--- src/rtl/score_pkg.sv ---
// rtl/score_pkg.sv - shared types and digit index constants for the score/timer keeper
package score_pkg;

    typedef enum logic [1:0] {
        ST_IDLE    = 2'd0,
        ST_RUN     = 2'd1,
        ST_WON     = 2'd2,
        ST_TIMEOUT = 2'd3
    } state_e;

    typedef logic [3:0] bcd_digit_t;

    // Digit 0 is the least significant; the packed layout makes a plain
    // vector compare equal to a decimal compare.
    typedef bcd_digit_t [2:0] bcd3_t;

    localparam int GOAL_BASE  = 0;
    localparam int SCORE_BASE = 3;
    localparam int TIMER_BASE = 6;

endpackage

--- src/rtl/bcd3_addsub.sv ---
// rtl/bcd3_addsub.sv - combinational 3-digit BCD add/subtract of one digit with saturation
//
// Ports:
//   a   - 3-digit BCD operand
//   b   - BCD digit added to / subtracted from a (values above 9 count as 9)
//   sub - 0 = add (saturates at 999), 1 = subtract (floors at 000)
//   y   - result
module bcd3_addsub
    import score_pkg::*;
(
    input  bcd3_t      a,
    input  bcd_digit_t b,
    input  logic       sub,
    output bcd3_t      y
);

    bcd_digit_t b_clamped;
    bcd_digit_t opnd;
    logic [4:0] acc;
    logic       carry;
    bcd3_t      res;

    always_comb begin
        b_clamped = (b > 4'd9) ? 4'd9 : b;
        opnd      = '0;
        acc       = '0;
        carry     = 1'b0;
        res       = '0;
        for (int i = 0; i < 3; i++) begin
            opnd = (i == 0) ? b_clamped : 4'd0;
            if (!sub) begin
                acc = {1'b0, a[i]} + {1'b0, opnd} + {4'b0, carry};
                if (acc > 5'd9) begin
                    acc   = acc - 5'd10;
                    carry = 1'b1;
                end else begin
                    carry = 1'b0;
                end
                res[i] = acc[3:0];
            end else begin
                // acc holds what must be taken from this digit (operand + borrow)
                acc = {1'b0, opnd} + {4'b0, carry};
                if ({1'b0, a[i]} < acc) begin
                    res[i] = 4'(({1'b0, a[i]} + 5'd10) - acc);
                    carry  = 1'b1;
                end else begin
                    res[i] = 4'({1'b0, a[i]} - acc);
                    carry  = 1'b0;
                end
            end
        end
        // Carry out of the top digit means overflow (add) or underflow (subtract)
        if (carry) begin
            y = sub ? 12'h000 : 12'h999;
        end else begin
            y = res;
        end
    end

endmodule

--- src/rtl/score_timer_keeper.sv ---
// rtl/score_timer_keeper.sv - game score, countdown timer and win/timeout state keeper
//
// Optional feature macro: SCORE_PENALTY_EN (enables penalty subtraction).
//
// Ports:
//   clk, resetN          - clock, asynchronous active-low reset
//   startOfFrame         - one pulse per video frame; drives timer and sign fade-out
//   start                - start / restart a game
//   pause                - level, holds the timer
//   addPoints, addValue  - score add request and BCD amount
//   penalty, penaltyValue- score subtract request and BCD amount
//   numbersToShow        - 9 BCD digits: goal [2:0], score [5:3], timer [8:6]
//   SignToShow, ShowSign - last score change direction (1 = minus) and visibility
//   WIN, timeUp          - game won / game lost on time
module score_timer_keeper
    import score_pkg::*;
#(
    parameter int    FRAMES_PER_SEC = 60,
    parameter bcd3_t START_TIME     = 12'h120,
    parameter bcd3_t GOAL           = 12'h100,
    parameter int    SIGN_FRAMES    = 30
) (
    input  logic            clk,
    input  logic            resetN,
    input  logic            startOfFrame,
    input  logic            start,
    input  logic            pause,
    input  logic            addPoints,
    input  logic [3:0]      addValue,
    input  logic            penalty,
    input  logic [3:0]      penaltyValue,
    output logic [8:0][3:0] numbersToShow,
    output logic            SignToShow,
    output logic            ShowSign,
    output logic            WIN,
    output logic            timeUp
);

    localparam int FW = (FRAMES_PER_SEC > 1) ? $clog2(FRAMES_PER_SEC) : 1;
    localparam int SW = $clog2(SIGN_FRAMES + 1);
    localparam logic [FW-1:0] FRAME_LAST = FW'(FRAMES_PER_SEC - 1);

    state_e        state_q;
    bcd3_t         score_q;
    bcd3_t         timer_q;
    logic [FW-1:0] frame_q;
    logic [SW-1:0] sign_cnt_q;
    logic          sign_q;
    logic          show_q;
    logic          win_q;
    logic          time_up_q;

    bcd3_t         score_d;
    bcd3_t         timer_dec;
    logic          score_sub;
    bcd_digit_t    score_val;
    logic          score_req;
    logic          score_ev;
    logic          win_now;

`ifdef SCORE_PENALTY_EN
    // addPoints wins a same-cycle collision, so the penalty is simply not selected
    assign score_sub = ~addPoints;
    assign score_val = addPoints ? addValue : penaltyValue;
    assign score_req = addPoints | penalty;
`else
    logic unused_penalty;
    assign unused_penalty = ^{penalty, penaltyValue};
    assign score_sub = 1'b0;
    assign score_val = addValue;
    assign score_req = addPoints;
`endif

    bcd3_addsub u_score_addsub (
        .a   (score_q),
        .b   (score_val),
        .sub (score_sub),
        .y   (score_d)
    );

    bcd3_addsub u_timer_dec (
        .a   (timer_q),
        .b   (4'd1),
        .sub (1'b1),
        .y   (timer_dec)
    );

    // Score reached goal on a previous edge; this cycle belongs to the win transition
    assign win_now  = (score_q >= GOAL);
    assign score_ev = (state_q == ST_RUN) && !start && !win_now && score_req;

    always_ff @(posedge clk or negedge resetN) begin
        if (!resetN) begin
            state_q    <= ST_IDLE;
            score_q    <= '0;
            timer_q    <= START_TIME;
            frame_q    <= '0;
            sign_cnt_q <= '0;
            sign_q     <= 1'b0;
            show_q     <= 1'b0;
            win_q      <= 1'b0;
            time_up_q  <= 1'b0;
        end else begin
            // Sign display runs in every state so it can fade out after a win/timeout
            if (score_ev) begin
                sign_cnt_q <= SW'(SIGN_FRAMES);
                show_q     <= 1'b1;
                sign_q     <= score_sub;
            end else if (startOfFrame && (sign_cnt_q != '0)) begin
                sign_cnt_q <= sign_cnt_q - SW'(1);
                if (sign_cnt_q == SW'(1)) begin
                    show_q <= 1'b0;
                end
            end

            if (start) begin
                state_q   <= ST_RUN;
                score_q   <= '0;
                timer_q   <= START_TIME;
                frame_q   <= '0;
                win_q     <= 1'b0;
                time_up_q <= 1'b0;
            end else begin
                case (state_q)
                    ST_RUN: begin
                        if (win_now) begin
                            state_q <= ST_WON;
                            win_q   <= 1'b1;
                        end else begin
                            if (score_ev) begin
                                score_q <= score_d;
                            end
                            if (startOfFrame && !pause) begin
                                if (frame_q == FRAME_LAST) begin
                                    frame_q <= '0;
                                    timer_q <= timer_dec;
                                    if (timer_dec == 12'h000) begin
                                        state_q   <= ST_TIMEOUT;
                                        time_up_q <= 1'b1;
                                    end
                                end else begin
                                    frame_q <= frame_q + FW'(1);
                                end
                            end
                        end
                    end
                    default: ;
                endcase
            end
        end
    end

    assign numbersToShow[GOAL_BASE  +: 3] = GOAL;
    assign numbersToShow[SCORE_BASE +: 3] = score_q;
    assign numbersToShow[TIMER_BASE +: 3] = timer_q;
    assign SignToShow = sign_q;
    assign ShowSign   = show_q;
    assign WIN        = win_q;
    assign timeUp     = time_up_q;

endmodule
--- config.mk ---
export PLATFORM = sky130hd
export DESIGN_NAME = score_timer_keeper
export DESIGN_NICKNAME = d
export VERILOG_FILES = /design/src/rtl/score_pkg.sv /design/src/rtl/bcd3_addsub.sv /design/src/rtl/score_timer_keeper.sv
export SDC_FILE = /design/constraint.sdc
export NUM_CORES = 1
export LEC_CHECK = 0
export ABC_AREA = 0
export CAP_MARGIN = 20
export CORE_MARGIN = 2
export CORE_UTILIZATION = 30
export DETAILED_ROUTE_END_ITERATION = 6
export GPL_TIMING_DRIVEN = 1
export PLACE_DENSITY = 0.5
export SLEW_MARGIN = 40
export SYNTH_ARGS = -nofsm -noshare
export SYNTH_HDL_FRONTEND = slang
export SYNTH_HIERARCHICAL = 1
export SYNTH_SLANG_ARGS = --single-unit
--- constraint.sdc ---
create_clock -name clk -period 6.55 [get_ports clk]
set_input_delay 0.9825 -clock clk [delete_from_list [all_inputs] [get_ports clk]]
set_output_delay 0.9825 -clock clk [all_outputs]
set_load 0.01 [all_outputs]
* Word level (Yosys, flattened, before mapping)
Index checks and enable logic that the tools add are counted.
** Operators by class
- $add $sub $neg :: 17
- Multiply operators :: 0
- Divide/modulo/power cells :: 0
- Order comparisons :: 8
- Equality and inequality tests :: 4
- Shift-type cells :: 0
- Mux-type cells :: 49
- Bitwise gates (word level) :: 0
- Reductions and logical operators :: 28
** Operators with widths (count)
- two-way mux 12 bit :: 11
- two-way mux 6 bit :: 5
- two-way mux 4 bit :: 7
- two-way mux 1 bit :: 18
- nonzero test 2 bit :: 8
- subtractor 4 x 1 -> 4 bit :: 4
- > comparator 5 x 4 -> 1 bit, second input constant :: 3
- adder 4 bit, second input constant :: 3
- >= comparator 12 x 9 -> 1 bit, second input constant :: 1
- logical NOT 12 bit :: 1
- two-way mux 2 bit :: 6
- subtractor 4 bit, second input constant :: 3
- adder 4 x 1 -> 5 bit :: 2
- two-way mux 5 bit :: 2
- nonzero test 3 bit :: 3
- less-than comparator 4 x 1 -> 1 bit :: 2
- AND reduction 4 bit :: 2
- subtractor 4 x 1 -> 4 bit, second input constant :: 2
- adder 6 x 1 -> 6 bit, second input constant :: 1
- == test 6 bit, second input constant :: 1
- AND reduction 3 bit :: 2
- adder 4 x 4 -> 5 bit :: 1
- == test 5 x 1 -> 1 bit, second input constant :: 1
- logical AND 1 bit :: 5
- other kinds (9) :: 12
** Word-level totals
- Bits in registers :: 40
- Bits in latches :: 0
- RAM bits :: 0
- Memory bits (read-only) :: 0
- Input bits :: 15
- Output and inout bits :: 40
- Word-level logic and storage cells :: 118
- Memories kept :: 0

* Longest topological paths before layout
Gate-level depths: netlist (run 1).
- Depth after elaboration :: 16
- Depth in mapped cells :: 28
- Mapped depth without buffers :: 28

* Modules after synthesis
The synthesis (run 1) kept the hierarchy.
** Modules (own cells, without submodules)
- score_timer_keeper :: times used 1, cells an instance 218, area an instance 2167.1 µm², sequential area each 1003.5 µm²
- bcd3_addsub at u_score_addsub :: times used 1, cells an instance 186, area an instance 1413.9 µm², sequential area each 0.0 µm²
- bcd3_addsub at u_timer_dec :: times used 1, cells an instance 171, area an instance 1224.9 µm², sequential area each 0.0 µm²

* Worst setup path before layout (run 1)
Ideal clock, no wire load.
- Path type :: input -> register
- Start point :: input addValue[1]
- End point :: register score_q (netlist bit numbersToShow[22])
- Library setup time :: 132 ps
- Arrival time :: 5769 ps
- Data required time :: 6418 ps
- Setup slack :: 649 ps
- Stages :: 26
- Path buffers :: 0
- Cells stage by stage :: o21ai_0 -> nand2b_1 -> ha_1 -> inv_1 -> fa_1 -> xnor2_1 -> nand2_2 -> a211oi_2 -> nor2_1 -> ha_1 -> ha_1 -> inv_2 -> a211oi_1 -> a21o_1 -> a221o_1 -> mux2_2 -> ha_1 -> ha_1 -> xnor2_2 -> ha_1 -> a22oi_2 -> a22o_2 -> nor3b_1 -> o32a_1 -> a31oi_1 -> nor2_1
** RTL lines
- start: declaration :: line score_timer_keeper.sv:29 : input logic [3:0] addValue,
- end signal: assignment :: line score_timer_keeper.sv:131 : score_q <= score_d;
- end: declaration :: line score_timer_keeper.sv:44 : bcd3_t score_q;

==> key figures, run 1 <==
Synth
  • Seq cells post-synth: 40
  • Post-Syn Instances: 575
  • Syn_area_per_cell: 8.358 um2
  • Most common cell in the netlist: ha_1
  • Area leader, netlist: dfrtp_1
  • Post-synth EDFFs: 0
  • Post-synthesis sequential area ratio: 0.2088
  • Synth top area cells: dfrtp_1 (20%), ha_1 (16%), o21ai_0 (4.5%)
  • Most frequent cells after synthesis: ha_1 (62), inv_1 (53), o21ai_0 (43)
  • Post-Syn Area: 0.004806 mm2
  • Synth cell types: 84
  • Top cell type's share of synthesized area: 0.1979
  • Post-synth top flop: dfrtp_1
  • Ys Warns: 6
  • Post-synth ARST share: 1.000

Placement
  • Hpwl dp: 8.966 mm
  • Place WS: 0.09208 ns
  • GP Congestion: 0.8205
  • Port Buffers: 36

Finish
  • Ant diodes: 0
  • Area growth, synth to finish: 17.65%
  • Layout net count: 716
  • Layout cells sized above 1: 0.08861

Clock network
  • CTS HTree Levels: 2
  • Post-CTS Setup Repair Bufs: 0
  • TritonCTS buffer count: 5
  • Hold_buf cts: 0
  • Post-CTS Resized: 0
  • # clock sinks: 40
  • Reg clk slew, reported paths: 0.07 ns
  • CTS tree: done
  • Clk_lat worst skew: 0.29 ns
  • Buffer type at the clock tree root: clkbuf_16
  • Worst-case clock buffer depth: 2

Timing
  • Tcrit/Tclk final: 0.9329
  • WHS: 0.4758 ns
  • Max Freq: 163.7 MHz
  • Final hold vios: 0
  • Setup Skew: 0.006266 ns
  • Min Tclk post-route: 6.110 ns
  • Worst slew pin tran: 0.8067 ns
  • Relative slew slack: 0.4483
  • Final Max Slew Viols: 0
  • RSZ-0062 raised after global routing: false
  • Setup TNS: 0 ns
  • Final setup vio count: 0
  • Final worst slack: 0.4395 ns

Critical path
  • Critical path class: input pin to register
  • Reg2reg start: numbersToShow[13]$_DFFE_PN0P_
  • Peak fanout along the critical path: 3
  • Critical path endpoint category: register
  • Setup crit start kind: input pin
  • R2R depth: 24
  • Crit path arrival time: 6.32 ns
  • WP data required: 6.76 ns
  • RR Endpoint: numbersToShow[14]$_DFFE_PN0P_
  • Reg2Reg Setup Slack: 1.45 ns

Die
  • DIE HEIGHT: 130.6 um
  • Starting Density: 0.3047
  • Rows: 46
  • Die area: 0.01705 mm2
  • # IOs: 55
  • Core footprint: 0.01577 mm2
  • Chip width: 130.6 um

Route
  • DR WL/cell: 13.87 um
  • TritonRoute pass-1 iters: 4
  • Drt total wl: 11.76 mm
  • Via/cell ratio: 4.959
  • Post-route antenna net violation count: 0
  • Routed vias: 4205
  • DRT iter0 DRCs: 294
  • DRC viols: 0

Global routing
  • Antenna violations before repair: 0
  • GRT Residual Overflow: 0
  • Largest net degree at the start of global routing: 54
  • GRT Util Overall: 0.1409
  • First-pass GRT wire length: 19.91 mm
  • Vias in the first global route: 4040

Pwr
  • Leakage power: 2.474 nW
  • Maximum VDD drop: 0.0001100 V
  • Power Density: 301.7 mW/mm2

Flow run
  • Max Cap Violations: 0

Min path
  • Min-Delay Endpoint: ShowSign$_DFFE_PN0P_
  • Min-Delay Path Depth: 1
  • Hold Crit Start: ShowSign$_DFFE_PN0P_
  • Hold WC Path Type: register to register

Status
  • Status: finished clean
state kept, by name, summed over array words and instances (netlist names):
| name | cells |
|---|---|
| ShowSign | 1 |
| frame_q | 6 |
| numbersToShow | 24 |
| WIN | 1 |
| state_q | 2 |
| timeUp | 1 |
| sign_cnt_q | 5 |
power breakdown:
| part | leakage [nW] | switching (mW) | total (mW) | internal [mW] |
|---|---|---|---|---|
| combinational | 1.87 | 0.563 | 1.04 | 0.479 |
| sequential | 0.519 | 0.0797 | 0.372 | 0.293 |
| clock | 0.0804 | 0.110 | 0.291 | 0.181 |
| total | 2.47 | 0.753 | 1.71 | 0.953 |
logic make-up (layout without fill, tap and decap cells):
family,Yosys count,after routing,share of synthesized area
fa+ha+maj,70,70,0.1947
simple gates,183,183,0.2145
flops,40,40,0.2088
buf+inv,88,116,0.08409
compound gates,153,153,0.2179
other cells,2,31,0.001563
xor+xnor,22,22,0.04166
mux,17,17,0.03671
stage by stage:
step / std cells / power [mW] / cell area, um2 / util
floorplan: 604 / 1.118 / 4915 / -
global placement: 839 / 1.384 / 5466 / 0.3466
detailed placement: 840 / 1.413 / 5477 / 0.3473
CTS: 848 / 1.710 / 5648 / 0.3581
global route: 848 / 1.868 / 5654 / 0.3585
finish: 848 / 1.706 / 5654 / 0.3585
layout by cell type, fill, tap and decap left out, drive strengths merged, types with 4 or more instances in the layout:
| cell | Yosys | layout |
|---|---|---|
| o22ai | 4 | 4 |
| clkdlybuf4s50 | 0 | 35 |
| ha | 62 | 62 |
| nand3 | 24 | 24 |
| and3 | 6 | 6 |
| nor3 | 12 | 12 |
| nand2b | 30 | 30 |
| o221ai | 6 | 6 |
| conb | 2 | 31 |
| dfrtp | 38 | 38 |
| and2 | 5 | 5 |
| a21o | 7 | 7 |
| or4 | 6 | 6 |
| xnor2 | 18 | 18 |
| nand2 | 33 | 33 |
| nor2 | 33 | 33 |
| a31oi | 10 | 10 |
| o32ai | 6 | 6 |
| o21ai | 43 | 43 |
| mux2i | 15 | 15 |
| nor4 | 5 | 5 |
| xor2 | 4 | 4 |
| a21oi | 30 | 30 |
| nand3b | 4 | 4 |
| inv | 54 | 55 |
| a22o | 5 | 5 |
| fa | 8 | 8 |
| clkbuf | 12 | 5 |
| a211oi | 10 | 10 |
| nor2b | 7 | 7 |
| buf | 22 | 19 |
layout make-up:
class                      count  area (um2)
fill                        1689       10120
multi-input combinational    476        3513
sequential                    40        1003
timing repair buffer          54       493.0
tap                          216       270.3
inverter                      54       202.7
clock buffer                   5       125.1
clock inverter                 3       46.29
metal layers:
metal  part of all wire  up-vias  global-route usage
met5                  0        -                   0
met4             0.0072        0             0.02503
met3              0.023        7             0.01710
met2               0.48       67              0.2445
met1               0.49     2014              0.1908
li1                   -     2117                   -
critical path, stage by stage:
cell and delay, ns:
clkdlybuf4s50_1 0.51, o21ai_0 0.11, nand2b_1 0.11, ha_1 0.18, inv_1 0.06, fa_1 0.40, xnor2_1 0.22, nand2_2 0.09
a211oi_2 0.24, nor2_1 0.11, ha_1 0.22, ha_1 0.32, inv_2 0.07, a211oi_1 0.06, a21o_1 0.17, a221o_1 0.30
mux2_2 0.30, ha_1 0.20, ha_1 0.22, xnor2_2 0.16, ha_1 0.18, a22oi_2 0.08, a221o_1 0.34, a22o_1 0.24
a211oi_2 0.20, nand3_1 0.10, a21oi_1 0.14
worst max-delay path by stage:
stage	start	end	slack, ns	depth (start not counted)
final	addValue[3]	numbersToShow[14]$_DFFE_PN0P_	0.44	27
after global routing	addValue[3]	numbersToShow[22]$_DFFE_PN0P_	0.04	26
after CTS	addValue[3]	numbersToShow[14]$_DFFE_PN0P_	0.38	27
after detailed placement	addValue[3]	numbersToShow[14]$_DFFE_PN0P_	0.09	27
after global placement	addValue[3]	numbersToShow[14]$_DFFE_PN0P_	0.12	27
after floorplan	addValue[1]	numbersToShow[22]$_DFFE_PN0P_	0.65	26
(Power assumes the default switching activity.)
==> inputs of run 2 (changes only) <==
--- a/config.mk
+++ b/config.mk
@@ -6,7 +6,7 @@
 export NUM_CORES = 1
 export LEC_CHECK = 0
 export ABC_AREA = 0
-export CAP_MARGIN = 20
+export CAP_MARGIN = 0
 export CORE_MARGIN = 2
 export CORE_UTILIZATION = 30
 export DETAILED_ROUTE_END_ITERATION = 6
==> results of run 2 <==
The final DEF is identical to that of run 1; final timing and power are the same.
==> inputs of run 3 (changes only) <==
--- a/config.mk
+++ b/config.mk
@@ -11,6 +11,7 @@
 export CORE_UTILIZATION = 30
 export DETAILED_ROUTE_END_ITERATION = 6
 export GPL_TIMING_DRIVEN = 1
+export HOLD_SLACK_MARGIN = 0.02
 export PLACE_DENSITY = 0.5
 export SLEW_MARGIN = 40
 export SYNTH_ARGS = -nofsm -noshare
==> constraint.sdc (replaced) <==
create_clock -name clk -period 7.38 [get_ports clk]
set_input_delay 1.107 -clock clk [delete_from_list [all_inputs] [get_ports clk]]
set_output_delay 1.107 -clock clk [all_outputs]
set_load 0.01 [all_outputs]
==> key figures, run 3 (synthesis gave the netlist of run 1 again) <==
Status
  • Status: finished clean

Die
  • DIE HEIGHT: 130.6 um (unchanged)
  • Chip width: 130.6 um (unchanged)
  • # IOs: 55 (unchanged)
  • Core footprint: 0.01577 mm2 (unchanged)
  • Starting Density: 0.3047 (unchanged)
  • Die area: 0.01705 mm2 (unchanged)
  • Rows: 46 (unchanged)

Clock network
  • Post-CTS Resized: 0 (unchanged)
  • # clock sinks: 40 (unchanged)
  • Clk_lat worst skew: 0.29 ns (about the same)
  • Worst-case clock buffer depth: 2 (unchanged)
  • Reg clk slew, reported paths: 0.06 ns (about the same)
  • TritonCTS buffer count: 5 (unchanged)
  • Post-CTS Setup Repair Bufs: 0 (unchanged)
  • Hold_buf cts: 0 (unchanged)
  • CTS tree: done
  • CTS HTree Levels: 2 (unchanged)
  • Buffer type at the clock tree root: clkbuf_16

Pwr
  • Sw Ratio: 0.4474 (+0.006135)
  • Final Power: 1.463 mW (-14%)
  • Maximum VDD drop: 0.00009320 V (-15%)
  • Clock power share: 0.176 (+0.005)
  • Comb power frac: 0.598 (-0.013)
  • Sw power: 0.6546 mW (-13%)
  • Leakage power: 2.399 nW (-3.0%)
  • Sequential share of power: 0.226 (+0.008)
  • Pint: 0.8083 mW (-15%)
  • Power Density: 264.3 mW/mm2 (-12%)

Route
  • Via/cell ratio: 5.040 (+1.6%)
  • DRC viols: 0 (unchanged)
  • Routed vias: 4198 (-0.17%)
  • Drt total wl: 11.37 mm (-3.3%)
  • Post-route antenna net violation count: 0 (unchanged)
  • DR WL/cell: 13.65 um (-1.5%)
  • TritonRoute pass-1 iters: 4 (unchanged)
  • DRT iter0 DRCs: 272 (-7.5%)

Critical path
  • Critical path endpoint category: register
  • Reg2Reg Setup Slack: 1.61 ns (+0.16 ns)
  • WP data required: 7.53 ns (+0.77 ns)
  • Crit path arrival time: 7.06 ns (+0.74 ns)
  • Setup crit start kind: input pin
  • Max incr delay on CP: 0.51 ns (about the same)
  • Reg2reg start: numbersToShow[13]$_DFFE_PN0P_
  • Peak fanout along the critical path: 6 (+3)
  • R2R depth: 23 (-4.2%)
  • Critical path class: input pin to register
  • Start point of the critical path: addValue[3]
  • Most frequent CP cell: ha_1
  • RR Endpoint: numbersToShow[22]$_DFFE_PN0P_
  • CP max stage cell: clkdlybuf4s50_1

Flow run
  • Max Cap Violations: 0 (unchanged)

Timing
  • Min Tclk post-route: 6.909 ns
  • Relative slew slack: 0.4729 (+0.02462)
  • Tcrit/Tclk final: 0.9362
  • Setup TNS: 0 ns (unchanged)
  • Final Max Slew Viols: 0 (unchanged)
  • RSZ-0062 raised after global routing: false
  • Final hold vios: 0 (unchanged)
  • WHS: 0.4898 ns (+0.01402 ns)
  • Worst slew pin tran: 0.7707 ns (-0.03601 ns)
  • Final setup vio count: 0 (unchanged)
  • Max Freq: 144.7 MHz
  • Setup Skew: 0.009326 ns (+0.003060 ns)

Global routing
  • GRT Util Overall: 0.1382 (-0.002688)
  • First-pass GRT wire length: 19.54 mm (-1.8%)
  • Antenna violations before repair: 0 (unchanged)
  • Largest net degree at the start of global routing: 54 (unchanged)
  • Vias in the first global route: 4052 (+0.30%)
  • GRT Residual Overflow: 0 (unchanged)

Min path
  • Min-Delay Endpoint: ShowSign$_DFFE_PN0P_
  • Hold WC Path Type: register to register
  • Hold Crit Start: ShowSign$_DFFE_PN0P_
  • Min-Delay Path Depth: 1 (unchanged)

Finish
  • Most frequent cells in the layout: ha_1 (62), inv_1 (53), o21ai_0 (43), dfrtp_1 (38), clkdlybuf4s50_1 (35)
  • Layout net count: 701 (-2.1%)
  • Layout cells sized above 1: 0.06483 (-0.02378)
  • Max reg flops: 24 (unchanged)
  • Most common cell after layout, fill and taps aside: ha_1
  • Area growth, synth to finish: 15.18%
  • Ant diodes: 0 (unchanged)

Placement
  • Hpwl dp: 8.740 mm (-2.5%)
  • GP Congestion: 0.8077 (-1.6%)
  • Port Buffers: 36 (unchanged)
[run 3: changes by cell type in the layout (fill, tap and decap cells not counted), sizes merged]
cell	change
buf	-15
[run 3: cell type report]
cell class,count,area [um2]
tap,216,270.3
multi-input combinational,476,3507
fill,1661,10230
clock buffer,5,125.1
inverter,54,202.7
timing repair buffer,39,380.4
clock inverter,3,46.29
sequential,40,1003
[run 3: worst max-delay path by stage]
stage / end / slack, ns / depth (start not counted)
final: numbersToShow[22]$_DFFE_PN0P_ / 0.47 / 27
after global routing: numbersToShow[14]$_DFFE_PN0P_ / 0.02 / 27
after CTS: numbersToShow[14]$_DFFE_PN0P_ / 0.47 / 27
after detailed placement: numbersToShow[14]$_DFFE_PN0P_ / 0.17 / 27
after global placement: numbersToShow[14]$_DFFE_PN0P_ / 0.21 / 27
after floorplan: numbersToShow[22]$_DFFE_PN0P_ / 1.35 / 26
[run 3: through the flow]
stage / std cells / cell area [um2] / utilization / setup slack [ns]
after floorplan: 604 / 4915 / - / 1.355
after global placement: 824 / 5354 / 0.3395 / 0.2132
after detailed placement: 825 / 5364 / 0.3401 / 0.1694
after CTS: 833 / 5535 / 0.3510 / 0.4656
after global routing: 833 / 5535 / 0.3510 / 0.02218
final: 833 / 5535 / 0.3510 / 0.4711
[run 3: worst max-delay path: cells and delay by family]
family	cells	cell delay (ns)
AO/OA/AOI/OAI	9	1.91
XOR/XNOR	2	0.54
adder cells (fa/ha/maj)	7	1.97
buffers and inverters	3	0.70
multiplexers	1	0.30
AND/OR/NAND/NOR	5	0.53
[run 3: per-layer routing]
metal  up-vias  track usage  routed length [um]
li1       2093            -                   -
met1      2020       0.1880                5517
met2        68       0.2331                5375
met3        17      0.01751                 305
met4         0      0.03504                 176
met5         -            0                   0
[run 3: power by group through the flow]
stage               Combinational, mW  Sequential [mW]  Clock (mW)
global route                    0.996            0.340       0.274
CTS                             0.871            0.332       0.265
detailed placement              0.869            0.336           0
floorplan                       0.672            0.320           0
finish                          0.875            0.330       0.257
global placement                0.846            0.333           0
